File: src/rtl/bin2bcd_pkg.sv
// Shared sizing constants, FSM state type and BCD word type for the bin2bcd_blank converter.
package bin2bcd_pkg;

  localparam int unsigned BinWidth   = 14;
  localparam int unsigned NumDigits  = 4;
  localparam int unsigned DigitWidth = 4;
  localparam int unsigned BcdWidth   = NumDigits * DigitWidth;
  localparam int unsigned MaxValue   = 9999;
  localparam int unsigned NumIters   = 14;
  localparam int unsigned CntWidth   = 4;

  typedef enum logic [1:0] {
    StIdle  = 2'd0,
    StShift = 2'd1,
    StDone  = 2'd2
  } state_e;

  typedef logic [BcdWidth-1:0] bcd_t;

endpackage

File: src/rtl/bin2bcd_blank_add3.sv
// Double-dabble correction cell: adds 3 to a BCD nibble that is 5 or more.
module bcd_add3 (
  input  logic [3:0] nib,
  output logic [3:0] nib_adj_c
);

  assign nib_adj_c = (nib >= 4'd5) ? (nib + 4'd3) : nib;

endmodule

File: src/rtl/bin2bcd_blank.sv
// Sequential 14-bit binary to 4-digit BCD converter with optional leading-zero blanking.
// Blanking is enabled by defining BIN2BCD_LEADING_ZERO_BLANK_EN.
module bin2bcd_blank
  import bin2bcd_pkg::*;
(
  input  logic                clk_1k_i,
  input  logic                rst_ni,
  input  logic                valid_i,
  input  logic [BinWidth-1:0] bin_i,
  output logic                ready_o,
  output logic                done_o,
  output logic                ovf_o,
  output logic [3:0]          digit0_o,
  output logic [3:0]          digit1_o,
  output logic [3:0]          digit2_o,
  output logic [3:0]          digit3_o,
  output logic                digit0_en_o,
  output logic                digit1_en_o,
  output logic                digit2_en_o,
  output logic                digit3_en_o
);

`ifdef BIN2BCD_LEADING_ZERO_BLANK_EN
  localparam logic [NumDigits-1:0] EnReset = NumDigits'(1);
`else
  localparam logic [NumDigits-1:0] EnReset = '1;
`endif

  state_e                state_q, state_d;
  logic [BinWidth-1:0]   shift_q, shift_d;
  bcd_t                  acc_q, acc_d, acc_adj;
  bcd_t                  digits_q, digits_d;
  logic [CntWidth-1:0]   cnt_q, cnt_d;
  logic [NumDigits-1:0]  en_q, en_d, en_load;
  logic                  ovf_q, ovf_d;
  logic                  done_q, done_d;
  logic                  ready_q, ready_d;
  logic                  over_max;

  for (genvar i = 0; i < NumDigits; i++) begin : g_add3
    bcd_add3 u_add3 (
      .nib       (acc_q[i*DigitWidth +: DigitWidth]),
      .nib_adj_c (acc_adj[i*DigitWidth +: DigitWidth])
    );
  end

  // Enables for the finished accumulator: lit from the top nonzero digit down
  always_comb begin
    en_load = '1;
`ifdef BIN2BCD_LEADING_ZERO_BLANK_EN
    en_load[3] = |acc_q[15:12];
    en_load[2] = en_load[3] | (|acc_q[11:8]);
    en_load[1] = en_load[2] | (|acc_q[7:4]);
    en_load[0] = 1'b1;
`endif
  end

  assign over_max = (bin_i > BinWidth'(MaxValue));

  always_comb begin
    state_d  = state_q;
    shift_d  = shift_q;
    acc_d    = acc_q;
    cnt_d    = cnt_q;
    ovf_d    = ovf_q;
    digits_d = digits_q;
    en_d     = en_q;
    done_d   = 1'b0;
    unique case (state_q)
      StIdle: begin
        if (valid_i && ready_q) begin
          shift_d = over_max ? BinWidth'(MaxValue) : bin_i;
          acc_d   = '0;
          cnt_d   = '0;
          ovf_d   = over_max;
          state_d = StShift;
        end
      end
      StShift: begin
        acc_d   = {acc_adj[BcdWidth-2:0], shift_q[BinWidth-1]};
        shift_d = {shift_q[BinWidth-2:0], 1'b0};
        cnt_d   = cnt_q + CntWidth'(1);
        if (cnt_q == CntWidth'(NumIters - 1)) begin
          state_d = StDone;
        end
      end
      StDone: begin
        digits_d = acc_q;
        en_d     = en_load;
        done_d   = 1'b1;
        state_d  = StIdle;
      end
      default: state_d = StIdle;
    endcase
    ready_d = (state_d == StIdle);
  end

  always_ff @(posedge clk_1k_i or negedge rst_ni) begin
    if (!rst_ni) begin
      state_q  <= StIdle;
      shift_q  <= '0;
      acc_q    <= '0;
      cnt_q    <= '0;
      ovf_q    <= 1'b0;
      digits_q <= '0;
      en_q     <= EnReset;
      done_q   <= 1'b0;
      ready_q  <= 1'b1;
    end else begin
      state_q  <= state_d;
      shift_q  <= shift_d;
      acc_q    <= acc_d;
      cnt_q    <= cnt_d;
      ovf_q    <= ovf_d;
      digits_q <= digits_d;
      en_q     <= en_d;
      done_q   <= done_d;
      ready_q  <= ready_d;
    end
  end

  assign ready_o     = ready_q;
  assign done_o      = done_q;
  assign ovf_o       = ovf_q;
  assign digit0_o    = digits_q[3:0];
  assign digit1_o    = digits_q[7:4];
  assign digit2_o    = digits_q[11:8];
  assign digit3_o    = digits_q[15:12];
  assign digit0_en_o = en_q[0];
  assign digit1_en_o = en_q[1];
  assign digit2_en_o = en_q[2];
  assign digit3_en_o = en_q[3];

endmodule
File: config.mk
export PLATFORM = sky130hd
export DESIGN_NAME = bin2bcd_blank
export DESIGN_NICKNAME = d
export VERILOG_FILES = /design/src/rtl/bin2bcd_pkg.sv /design/src/rtl/bin2bcd_blank_add3.sv /design/src/rtl/bin2bcd_blank.sv
export SDC_FILE = /design/constraint.sdc
export NUM_CORES = 1
export LEC_CHECK = 0
export ABC_AREA = 1
export BUFFER_PORTS_ARGS = -buffer_cell sky130_fd_sc_hd__buf_2
export CELL_PAD_IN_SITES_DETAIL_PLACEMENT = 1
export CELL_PAD_IN_SITES_GLOBAL_PLACEMENT = 1
export CORE_UTILIZATION = 45
export DETAILED_ROUTE_END_ITERATION = 8
export GPL_TIMING_DRIVEN = 0
export PLACE_DENSITY = 0.81
export SLEW_MARGIN = 20
export SYNTH_ARGS = -nofsm -noshare
export SYNTH_HDL_FRONTEND = slang
export SYNTH_SLANG_ARGS = --single-unit
File: constraint.sdc
create_clock -name clk_1k_i -period 2.1 [get_ports clk_1k_i]
set_input_delay 0.42 -clock clk_1k_i [delete_from_list [all_inputs] [get_ports clk_1k_i]]
set_output_delay 0.42 -clock clk_1k_i [all_outputs]
set_load 0.005 [all_outputs]
==> metrics.md <==
| Metric | Value |
|---|---|
| Final worst setup slack | `0.515 ns` |
| Die Wd | `79.2 microns` |
| Critical path's slowest cell | `dfstp_2` |
| CP Data Required Time | `2.31 ns` |
| Leakage power | `1.61 nW` |
| PwrDens | `1550 nW/um^2` |
| Postcts setup bufs | `0` |
| Area growth syn-to-layout | `14.3%` |
| Starting DRT DRC Count | `110` |
| Status | `finished, final reports clean` |
| CP Max Fanout | `10` |
| Top-area cell type share of the netlist area | `between 50% and 60%` |
| Setup crit end kind | `flip-flop` |
| Cells after Synth | `324` |
| Seq/Total Area, Yosys | `51.4%` |
| CP arrival | `1.79 ns` |
| Setup WS pre-CTS | `between 0.5 and 0.6 ns` |
| Synth Warn # | `0` |
| Yosys top cell by area | `dfrtp_1` |
| Cell Area, Placed | `2960 sq um` |
| Post-Route Utilization | `54.6%` |
| # IOs | `40` |
| Cell Rows | `27` |
| Post-Synthesis Cell Area | `2680 sq um` |
| Clock transition at path regs | `0.10 ns` |
| Setup violators final | `0` |
| Grt total ovfl | `0` |
| DPL Wire Length | `4570 microns` |
| Remaining antenna violation count | `0` |
| GRT Util Overall | `22.9%` |
| Hold Buf Count CTS | `0` |
| Cells after DPL | `about 430` |
| Final Max Slew Viols | `0` |
| Setup crit start kind | `flip-flop` |
| Synthesized area per cell | `8.27 sq um` |
| Critical path cell sequence | `nand2_1 > nor3_4 > nor2_8 > buf_4 > nand2_1 > nand2_1` |
| Largest net degree at the start of global routing | `56` |
| Final nets | `396` |
| Core Footprint | `5610 sq um` |
| Tcrit/Tclk final | `75.5%` |
| Die area | `6270 sq um` |
| Max Clock Skew | `~0.012 ns` |
| Vias in the first global route | `2,366` |
| Slew headroom | `a little over half` |
| I/O Buffers | `35` |
| Routed WL per cell | `14.2 microns` |
| Tmin final | `roughly 1.6 ns` |
| H-tree depth | `2` |
| Drt total wl | `6290 microns` |
| Hold Vio Cnt, Final | `0` |
| Die Y | `approximately 79 microns` |
| Non-filler cells, final | `442` |
| First-pass GRT wire length | `11,000 microns` |
| Initial DRT Pass Iterations | `4` |
| DRC viols | `0` |
| Skew-Pair Late Insertion Delay | `0.32 ns` |
| Gate family responsible for the most delay along the worst path | `simple AND/OR/NAND/NOR gates` |
| Routed vias/inst | `5.05` |
| CTS-repair resized insts | `0` |
| FF+latch count, synth | `55` |
| Commonest cells after routing, fill and taps aside | `nand2_1 (106), dfrtp_1 (54), buf_2 (37)` |
| CTS buffer count | `5` |
| Share of cells above drive strength 1 | `17.0%` |
| Initial antenna violation count | `0` |
| Worst hold path type | `in2async` |
| Top post-synthesis cells by area | `dfrtp_1 (50%), nand2_1 (15%), o21ai_0 (5.4%)` |
| Top cell by count, worst path | `nand2_1` |
| Hold WS | `0.136 ns` |
| Most common cell after layout, fill and taps aside | `nand2_1` |
| Root cell of the clock tree | `clkbuf_8` |
| CP Class | `reg2reg` |
| Max incr delay on CP | `0.56 ns` |
| CTS tree | `yes` |
| RSZ-0062 raised after global routing | `no` |
| Via count | `2,232` |
| Max Freq | `about 0.63 GHz` |
| Pin slew with the least headroom to its limit | `between 0.7 and 0.8 ns` |
| Sum of buffers and inverters on the critical path | `1` |
| Max Root-Sink Buffers | `2` |
| Setup TNS Final | `0 ns` |
| CTS Sinks | `55` |
| Final antenna diode count | `0` |
| Peak supply drop | `0.610 mV` |
| Design area | `3060 sq um` |
| Total chip power | `4.73 mW` |
| Starting Density | `47.8%` |
| Max-cap violations | `0` |
| Count of unique library cells instantiated by Yosys | `22` |
| GPL Wtd Cong | `around 0.75` |
## metal layers
layer | global-route usage [%] | part of all wire, % | routed length, microns
met5 | 0 | 0 | 0
met4 | 8.00 | 1.8 | 112
met3 | 4.25 | 2.8 | 176
met2 | 40.2 | 50 | 3160
met1 | 28.0 | 45 | 2830
## worst paths after layout
| kind | slack (ns) | to | depth (start not counted) | from |
|---|---|---|---|---|
| worst max-delay path | 0.52 | acc_q[2] | 6 | ready_o |
| worst min-delay path | 0.14 | acc_q[6] | 1 | rst_ni |
| worst max register to register | 0.52 | acc_q[2] | 6 | ready_o |
| worst min register to register | 0.49 | digits_q[13] | 2 | digits_q[13] |
| max in group asynchronous | 1.48 | shift_q[11] | 1 | rst_ni |
| min in group clk_1k_i | 0.34 | shift_q[0] | 3 | bin_i[0] |
## cell families after synthesis
family	Yosys count	share of synthesized area [%]
and+or+nand+nor	161	25.0
DFF	55	51.4
AOI/OAI and AO/OA	49	9.52
buffers and inverters	45	8.26
adders and majority gates	10	4.67
xor gates and xnor gates	3	0.981
other	1	0.140
## cell usage after synthesis
| cell | n |
|---|---|
| nand4_2 | 1 |
| conb_1 | 1 |
| dfstp_2 | 1 |
| xor2_1 | 3 |
| nor3_4 | 1 |
| buf_6 | 3 |
| clkbuf_1 | 1 |
| inv_1 | 30 |
| nor2_8 | 1 |
| buf_4 | 7 |
| nand2_1 | 106 |
| nor2_2 | 2 |
| ha_1 | 10 |
| o21ai_0 | 29 |
| nor2_1 | 31 |
| inv_2 | 1 |
| buf_2 | 3 |
| a21oi_1 | 7 |
| o21ai_1 | 5 |
| nand3_1 | 19 |
| o22ai_1 | 8 |
| dfrtp_1 | 54 |
## layout make-up
type / instances / area, sq um
Buffer: 14 / 105
Clock buffer: 7 / 96.3
Clock inverter: 1 / 7.51
Fill cell: 719 / 2540
Inverter: 31 / 116
Multi-Input combinational cell: 227 / 1090
Sequential cell: 55 / 1380
Tap cell: 72 / 90.1
Timing Repair Buffer: 35 / 178
## flip-flops by register name, summed over array words and instances, names as in the netlist
register	count
done_o	1
shift_q	14
cnt_q	4
state_q	2
ready_o	1
digits_q	16
ovf_o	1
acc_q	16
## where the power goes
group          internal (mW)  switching, mW  total (mW)
sequential              1.56          0.341        1.90
combinational          0.848           1.33        2.18
clock                  0.301          0.358       0.659
total                   2.70           2.03        4.73
No activity file was read; power rests on OpenSTA's default activity.
